[config.mk]
export PLATFORM = sky130hd
export DESIGN_NAME = multicycle_controller
export DESIGN_NICKNAME = d
export VERILOG_FILES = /design/src/rtl/riscv_ctrl_pkg.sv /design/src/rtl/multicycle_controller_alu_decoder.sv /design/src/rtl/multicycle_controller.sv
export SDC_FILE = /design/constraint.sdc
export NUM_CORES = 1
export LEC_CHECK = 0
export ABC_CLOCK_PERIOD_IN_PS = 3330
export CORE_ASPECT_RATIO = 0.9
export CORE_MARGIN = 2
export CORE_UTILIZATION = 39
export DETAILED_ROUTE_END_ITERATION = 12
export GPL_ROUTABILITY_DRIVEN = 0
export PLACE_DENSITY = 0.83
export SLEW_MARGIN = 20
export SYNTH_ARGS = -nofsm -noshare
export SYNTH_HDL_FRONTEND = slang
export SYNTH_HIERARCHICAL = 1
export SYNTH_SLANG_ARGS = --single-unit
[constraint.sdc]
create_clock -name clk -period 3.33 [get_ports clk]
set_clock_uncertainty 0.05 [all_clocks]
set_input_delay 0.8325 -clock clk [delete_from_list [all_inputs] [get_ports clk]]
set_output_delay 0.8325 -clock clk [all_outputs]
set_load 0.01 [all_outputs]
[src/rtl/riscv_ctrl_pkg.sv]
// Shared encodings for the multi-cycle RISC-V control path: FSM states,
// opcodes, ALUOp classes and the ALUControl codes consumed by the datapath ALU.
package riscv_ctrl_pkg;

  typedef enum logic [3:0] {
    S_FETCH    = 4'd0,
    S_DECODE   = 4'd1,
    S_MEMADR   = 4'd2,
    S_MEMREAD  = 4'd3,
    S_MEMWB    = 4'd4,
    S_MEMWRITE = 4'd5,
    S_EXECR    = 4'd6,
    S_EXECI    = 4'd7,
    S_ALUWB    = 4'd8,
    S_JAL      = 4'd9,
    S_BEQ      = 4'd10
  } state_t;

  localparam logic [6:0] OP_LW  = 7'b0000011;
  localparam logic [6:0] OP_SW  = 7'b0100011;
  localparam logic [6:0] OP_R   = 7'b0110011;
  localparam logic [6:0] OP_I   = 7'b0010011;
  localparam logic [6:0] OP_BEQ = 7'b1100011;
  localparam logic [6:0] OP_JAL = 7'b1101111;

  localparam logic [1:0] ALUOP_ADD   = 2'b00;
  localparam logic [1:0] ALUOP_SUB   = 2'b01;
  localparam logic [1:0] ALUOP_FUNCT = 2'b10;

  localparam logic [2:0] ALU_ADD = 3'b000;
  localparam logic [2:0] ALU_SUB = 3'b001;
  localparam logic [2:0] ALU_AND = 3'b010;
  localparam logic [2:0] ALU_OR  = 3'b011;
  localparam logic [2:0] ALU_SLT = 3'b101;

endpackage

[src/rtl/multicycle_controller_alu_decoder.sv]
// Combinational ALU decoder: maps the FSM's ALUOp class plus instruction
// fields onto the 3-bit ALUControl code.
module alu_decoder
  import riscv_ctrl_pkg::*;
(
  input  logic [1:0] alu_op,
  input  logic [2:0] funct3,
  input  logic       op5,
  input  logic       funct7b5,
  output logic [2:0] alu_control
);

  always_comb begin
    alu_control = ALU_ADD;
    case (alu_op)
      ALUOP_SUB: alu_control = ALU_SUB;
      ALUOP_FUNCT: begin
        case (funct3)
          // op5 separates R-type from I-type, so addi never turns into sub
          3'b000:  alu_control = (op5 && funct7b5) ? ALU_SUB : ALU_ADD;
          3'b010:  alu_control = ALU_SLT;
          3'b110:  alu_control = ALU_OR;
          3'b111:  alu_control = ALU_AND;
          default: alu_control = ALU_ADD;
        endcase
      end
      default: alu_control = ALU_ADD;
    endcase
  end

endmodule

[src/rtl/multicycle_controller.sv]
// Control FSM for the multi-cycle RISC-V core: sequences each instruction over
// 3-5 cycles and drives every datapath select and write enable.
module multicycle_controller
  import riscv_ctrl_pkg::*;
(
  input  logic       clk,
  input  logic       rst,
  input  logic [6:0] op,
  input  logic [2:0] funct3,
  input  logic       funct7b5,
  input  logic       Zero,
  output logic       PCWrite,
  output logic       AdrSrc,
  output logic       MemWrite,
  output logic       IRWrite,
  output logic [1:0] ResultSrc,
  output logic [1:0] ALUSrcA,
  output logic [1:0] ALUSrcB,
  output logic [1:0] ImmSrc,
  output logic       RegWrite,
  output logic [2:0] ALUControl,
  output logic [3:0] state_o
);

  state_t     state_q, state_d;
  logic       pc_update, branch;
  logic       ir_write, reg_write, mem_write;
  logic [1:0] alu_op;

  always_ff @(posedge clk or negedge rst) begin
    if (!rst) state_q <= S_FETCH;
    else      state_q <= state_d;
  end

  always_comb begin
    state_d   = S_FETCH;
    pc_update = 1'b0;
    branch    = 1'b0;
    ir_write  = 1'b0;
    reg_write = 1'b0;
    mem_write = 1'b0;
    AdrSrc    = 1'b0;
    ResultSrc = 2'b00;
    ALUSrcA   = 2'b00;
    ALUSrcB   = 2'b00;
    alu_op    = ALUOP_ADD;
    case (state_q)
      S_FETCH: begin
        ir_write  = 1'b1;
        ALUSrcB   = 2'b10;
        ResultSrc = 2'b10;
        pc_update = 1'b1;
        state_d   = S_DECODE;
      end
      S_DECODE: begin
        ALUSrcA = 2'b01;
        ALUSrcB = 2'b01;
        case (op)
          OP_LW, OP_SW: state_d = S_MEMADR;
          OP_R:         state_d = S_EXECR;
          OP_I:         state_d = S_EXECI;
          OP_JAL:       state_d = S_JAL;
          OP_BEQ:       state_d = S_BEQ;
          default:      state_d = S_FETCH;
        endcase
      end
      S_MEMADR: begin
        ALUSrcA = 2'b10;
        ALUSrcB = 2'b01;
        state_d = (op == OP_SW) ? S_MEMWRITE : S_MEMREAD;
      end
      S_MEMREAD: begin
        AdrSrc  = 1'b1;
        state_d = S_MEMWB;
      end
      S_MEMWB: begin
        ResultSrc = 2'b01;
        reg_write = 1'b1;
      end
      S_MEMWRITE: begin
        AdrSrc    = 1'b1;
        mem_write = 1'b1;
      end
      S_EXECR: begin
        ALUSrcA = 2'b10;
        alu_op  = ALUOP_FUNCT;
        state_d = S_ALUWB;
      end
      S_EXECI: begin
        ALUSrcA = 2'b10;
        ALUSrcB = 2'b01;
        alu_op  = ALUOP_FUNCT;
        state_d = S_ALUWB;
      end
      S_ALUWB: reg_write = 1'b1;
      S_JAL: begin
        ALUSrcA   = 2'b01;
        ALUSrcB   = 2'b10;
        pc_update = 1'b1;
        state_d   = S_ALUWB;
      end
      S_BEQ: begin
        ALUSrcA = 2'b10;
        alu_op  = ALUOP_SUB;
        branch  = 1'b1;
      end
      default: state_d = S_FETCH;
    endcase
  end

  // Reset gates the enables combinationally so nothing is written once rst falls
  assign PCWrite  = rst & (pc_update | (branch & Zero));
  assign IRWrite  = rst & ir_write;
  assign RegWrite = rst & reg_write;
  assign MemWrite = rst & mem_write;
  assign state_o  = state_q;

  always_comb begin
    case (op)
      OP_SW:   ImmSrc = 2'b01;
      OP_BEQ:  ImmSrc = 2'b10;
      OP_JAL:  ImmSrc = 2'b11;
      default: ImmSrc = 2'b00;
    endcase
  end

  alu_decoder u_alu_decoder (
    .alu_op      (alu_op),
    .funct3      (funct3),
    .op5         (op[5]),
    .funct7b5    (funct7b5),
    .alu_control (ALUControl)
  );

endmodule

### After elaboration in Yosys (flattened, before gate mapping)

Index checks and enable logic that the tools add are counted.
Widths: inputs -> output; s select.

* equality and inequality tests: 21
* reductions and logical operators: 12
* muxes and demuxes: 17
* bitwise operators: 6

Operator list (number)
* $pmux 4 s5: 2
* $eq 4x3->1 const B: 4
* $pmux 2 s2: 4
* $eq 7x6->1 const B: 2
* $eq 7x7->1 const B: 2
* $eq 4x4->1 const B: 3
* $pmux 3 s4: 1
* $reduce_or 2->1: 6
* $eq 4x2->1 const B: 2
* $eq 7x2->1 const B: 1
* $eq 7x5->1 const B: 1
* $mux 1: 7
* $eq 3x3->1 const B: 2
* $pmux 2 s3: 1
* $pmux 3 s2: 1
* $reduce_or 3->1: 2
* $and 1x1->1: 5
* $eq 4x1->1 const B: 1
* $logic_not 4->1: 1
* $reduce_or 4->1: 1
* $eq 3x2->1 const B: 1
* $logic_not 3->1: 1
* $mux 3: 1
* $eq 2x1->1 const B: 1
* 3 further kinds: 3

* logic and storage cells: 57
* bits in registers: 4
* input port bits: 14

### Depth between registers and ports, before layout

* depth in word-level cells: 5
* depth in mapped cells: 7
* mapped depth without buffers: 6

### Hierarchy

The synthesis kept the hierarchy.

By module, submodules not included
* multicycle_controller: area each 467.9 µm², sequential area each 100.1 µm², cells each 61, instances 1
* alu_decoder: area each 96.3 µm², sequential area each 0.0 µm², cells each 11, instances 1

### Least setup slack after synthesis

No wires, ideal clock.

* path kind: register -> output
* start: register state_q[2], in the netlist state_o[2]
* end: output port ALUControl[2]
* cell stages (with the launch flop): 6
* path slack: 0.668 ns
* arrival time: 1.779 ns
* cells stage by stage: dfrtp_1 > clkbuf_1 > nor2b_1 > and2_1 > ha_1 > nor4b_1

* longest elaborated chain between the ends: 5
* elaborated cells between the ends (all ways): 8
* those cells by class: eq/ne: 5; mux: 2; reduce/logical: 1

RTL lines
* start: declaration: RTL line multicycle_controller.sv:25 `state_t state_q, state_d;`
* start signal: assignment: RTL line multicycle_controller.sv:32 `else state_q <= state_d;`
* $eq 4x3->1: RTL line multicycle_controller.sv:47 `case (state_q)`
* $reduce_or 2->1 (no line)
* $pmux 2 s2 *: RTL line multicycle_controller.sv:47
* via alu_op[1]: RTL line multicycle_controller.sv:28 `logic [1:0] alu_op;`
* $eq 2x2->1 / $eq 2x1->1 (equally long branches): RTL line multicycle_controller_alu_decoder.sv:15 `case (alu_op)`
* $pmux 3 s2 *: RTL line multicycle_controller_alu_decoder.sv:15
* end: declaration: RTL line multicycle_controller.sv:21 `output logic [2:0] ALUControl,`

The timed path passes the listed nets; every way through them passes the cells marked *.

### Worst setup path in the final report

* start: input port op[5]
* end: output port ImmSrc[0]

* longest elaborated chain between the ends: 2
* elaborated cells between the ends (all ways): 4
* those cells by class: eq/ne: 3; mux: 1

RTL lines
* start: declaration: RTL line multicycle_controller.sv:8 `input logic [6:0] op,`
* $eq 7x7->1 / $eq 7x6->1 (equally long branches): RTL line multicycle_controller.sv:119 `case (op)`
* $pmux 2 s3 *: RTL line multicycle_controller.sv:119
* end: declaration: RTL line multicycle_controller.sv:19 `output logic [1:0] ImmSrc,`

Every way passes the cells marked *; elsewhere a longest branch is shown, timed or not.

==> flow_metrics.py <==
metrics = {
    "timing": {
        "tightest_slew_ns": 0.331,
        "fin_setup_tns_ns": 0,
        "hold_violations": 0,
        "finalCritPeriodShare_pct": 97.3,
        "setup_repair_after_global_routing_missed_its_margin": "no",
        "layout_min_cycle_time_ns": 3.24,
        "max-slew-margin-rel_pct": 77.9,
        "maxClockFrequency_ghz": 0.309,
        "final_setup_violation_count": 0,
        "report.final.slew_viol_count": 0,
        "layout_setup_ws_ns": 0.0907,
    },
    "global_route": {
        "grt_antenna_before_repair": 0,
        "grt-ovfl-total": 0,
        "grt_pass1_wl_mm": 2.59,
        "grt_start_max_net_pins": 14,
        "number_of_global_route_vias_before_repair": 579,
        "grt.total_usage_pct": 20.5,
    },
    "clocking": {
        "clock_tree_from_tritoncts": "done",
        "root_buffer": "clkbuf_4",
        "tritoncts.num_buffers": 3,
        "hold_buffers": 0,
        "cts.htree.levels": 1,
        "cts.sinks": 4,
        "clock_latency_ns": 0.23,
        "max-clock-path-buffers": 2,
        "path_clk_slew_ns": 0.03,
    },
    "worst_setup_path": {
        "slowest_delay_ns": 0.54,
        "timing.critical_path.arrival_ns": 2.36,
        "timing.reg2reg.worst_path_depth": 4,
        "worstPathMaxFanout": 4,
        "critical_path_buf_inv_count": 2,
        "timing_worst_setup_path_type": "input pin to output pin",
        "cp_cell_sequence": "clkdlybuf4s50_1 -> nor2b_2 -> nand4_1 -> nand2b_1 -> clkdlybuf4s50_1",
        "setup.worst_path.end_class": "output pin",
        "regToRegSetupSlack_ns": 1.97,
        "cp_top_family": "buffers and inverters",
        "critical_path.reg2reg.endpoint": "state_o[0]$_DFF_PN0_",
        "cp-start-kind": "input pin",
        "critPathMostFrequentCell": "clkdlybuf4s50_1",
        "required_ns": 2.45,
        "critPathLaunch": "op[5]",
        "crit_path_top_delay_cell": "clkdlybuf4s50_1",
        "reg2reg_from": "state_o[2]$_DFF_PN0_",
    },
    "yosys": {
        "mappedNetlistNets": 88,
        "synthesis.area_um2": 564,
        "most_frequently_used_cell_type_in_the_post_synthesis_netlist": "nor2_1",
        "yosys_warnings": 6,
        "count_of_unique_library_cells_instantiated_by_yosys": 36,
        "synth-edff-count": 0,
        "synth_seq_cells": 4,
        "synthTopCellsByArea": "dfrtp_1 18%, nor2_1 6.0%, nand2b_1 5.5%",
        "synth_cells": 72,
        "synth_top_area_share_pct": 17.7,
        "postSynth.asyncResetShare_pct": 100,
        "ys_seq_area_share_pct": 17.7,
        "dominant_synthesized_flop_cell": "dfrtp_1",
        "syn-mean-instance-area_um2": 7.84,
        "post_synth_most_frequent_cells": "9 x nor2_1, 5 x nand2b_1, 5 x nor2b_1, 5 x nor3_1",
        "synthDominantAreaCellType": "dfrtp_1",
    },
    "floorplanning": {
        "die_area_mm2": 0.00177,
        "fp-row-count": 13,
        "core_mm2": 0.00140,
        "initial_core_utilization_pct": 40.3,
        "chipHeight_um": 40.1,
        "fp.dieW_um": 44.1,
        "io_pins": 34,
    },
    "power_and_ir_drop": {
        "sw_ratio_pct": 37.4,
        "net_switching_power_w": 0.000150,
        "powerDensity_mw_per_mm2": 412,
        "pwr-share-seq_pct": 15.8,
        "p_int_w": 0.000252,
        "clock_power_share_pct": 14.5,
        "p_leak_nw": 0.398,
        "peak_supply_drop_mv": 0.385,
        "comb_power_share_pct": 69.7,
    },
    "finish": {
        "num-nets-final": 128,
        "num_antenna_cells": 0,
        "area_of_the_multi_input_gates_um2": 432,
        "max_reg_flops": 4,
        "layout.filler_cells": 117,
        "finished_core_util_pct": 69.7,
        "sequential_cell_area_um2": 101,
        "layout_overhead_on_the_synthesized_area_pct": 72.7,
        "final_layout_size_suffix_gt1_share_pct": 19.1,
    },
    "min_path": {
        "hold_class": "flip-flop to flip-flop",
        "hold_path.startpoint": "state_o[0]$_DFF_PN0_",
        "hold_depth": 2,
        "timing.hold.worst_endpoint": "state_o[0]$_DFF_PN0_",
    },
    "run_status": {
        "outcome": "finished clean",
    },
    "placed_design": {
        "place.port_buffers": 33,
        "dp_wirelength_mm": 1.32,
        "dp_worst_setup_slack_ns": 0.00814,
    },
    "route": {
        "finalWirelength_mm": 1.57,
        "route.detailed.vias_per_inst": 5.11,
        "antenna_left": 0,
        "first_pass_detailed_route_iteration_total": 4,
        "initialDrtViolationCount": 7,
        "detail_route.drc_violations": 0,
        "dr_total_vias": 639,
        "detail_route.wl_per_cell_um": 12.6,
    },
    "flow_run": {
        "max_cap_violations": 0,
    },
}
worst register-to-register path: cells and delay by family (launching register included):
family                 cells  cell delay, ns
AND/OR/NAND/NOR            1            0.35
AO/OA/AOI/OAI              2            0.30
flip-flops                 1            0.40
buffers and inverters      1            0.18
power groups by stage:
stage	combinational (W)	clock [W]	sequential, W
floorplan	0.000137	0	0.0000718
global placement	0.000277	0	0.0000636
detailed placement	0.000279	0	0.0000639
CTS	0.000280	0.0000611	0.0000632
global route	0.000309	0.0000632	0.0000662
finish	0.000280	0.0000581	0.0000636
per-layer routing:
metal	GRT usage, %	up-vias	part of all wire (%)
met4	2.27	0	0
met2	39.7	14	51
met1	24.5	289	46
met3	4.05	0	3.1
li1	-	336	-
met5	0	-	0
cells by family after synthesis:
| family | Yosys count | synth area share (%) |
|---|---|---|
| xor+xnor | 3 | 4.66 |
| buf+inv | 9 | 8.87 |
| compound gates | 14 | 18.6 |
| fa+ha+maj | 2 | 4.43 |
| flops | 4 | 17.7 |
| simple gates | 40 | 45.7 |
metrics by stage:
stage          hold WS [ns]  std cells  power, W  instance area, um2
6_report              0.574        125  0.000402                 975
5_1_grt               0.639        125  0.000438                 975
4_1_cts               0.575        125  0.000405                 958
3_5_place_dp          0.569        122  0.000343                 931
3_3_place_gp          0.570        122  0.000341                 931
2_1_floorplan         0.487         72  0.000209                 564
area by class of cell:
class / instances / area share, %
timing repair buffer: 40 / 39.5
inverter: 4 / 1.54
clock buffer: 3 / 2.31
sequential: 4 / 10.4
tap: 15 / 1.93
multi-input combinational: 59 / 44.3
repair_timing:
item | 4_1_cts | 5_1_grt
gates cloned | 0 | 0
setup buffers | 0 | 0
pin swaps | 0 | 1
setup endpoints to repair | 1 | 5
gates resized for setup | 1 | 6
layout by cell type (no fill, tap or decap), types with 2 or more instances in the layout:
master and instances:
dfrtp_1 3, nor2b_2 2, nand2_1 2, buf_4 7, clkbuf_4 3, clkdlybuf4s50_1 32, nand2b_1 5, and3_1 2
xor2_1 2, nor2b_1 3, inv_1 4, a21oi_1 4, nand4_1 2, ha_1 2, nor2_1 9, nor3_1 4
worst max-delay path by stage:
stage                          to  cells past startpoint
finish                  ImmSrc[0]                      5
global route            ImmSrc[1]                      5
CTS                     ImmSrc[0]                      5
detailed placement      ImmSrc[0]                      5
global placement        ImmSrc[0]                      5
floorplan           ALUControl[2]                      5
(Power assumes the default switching activity.)
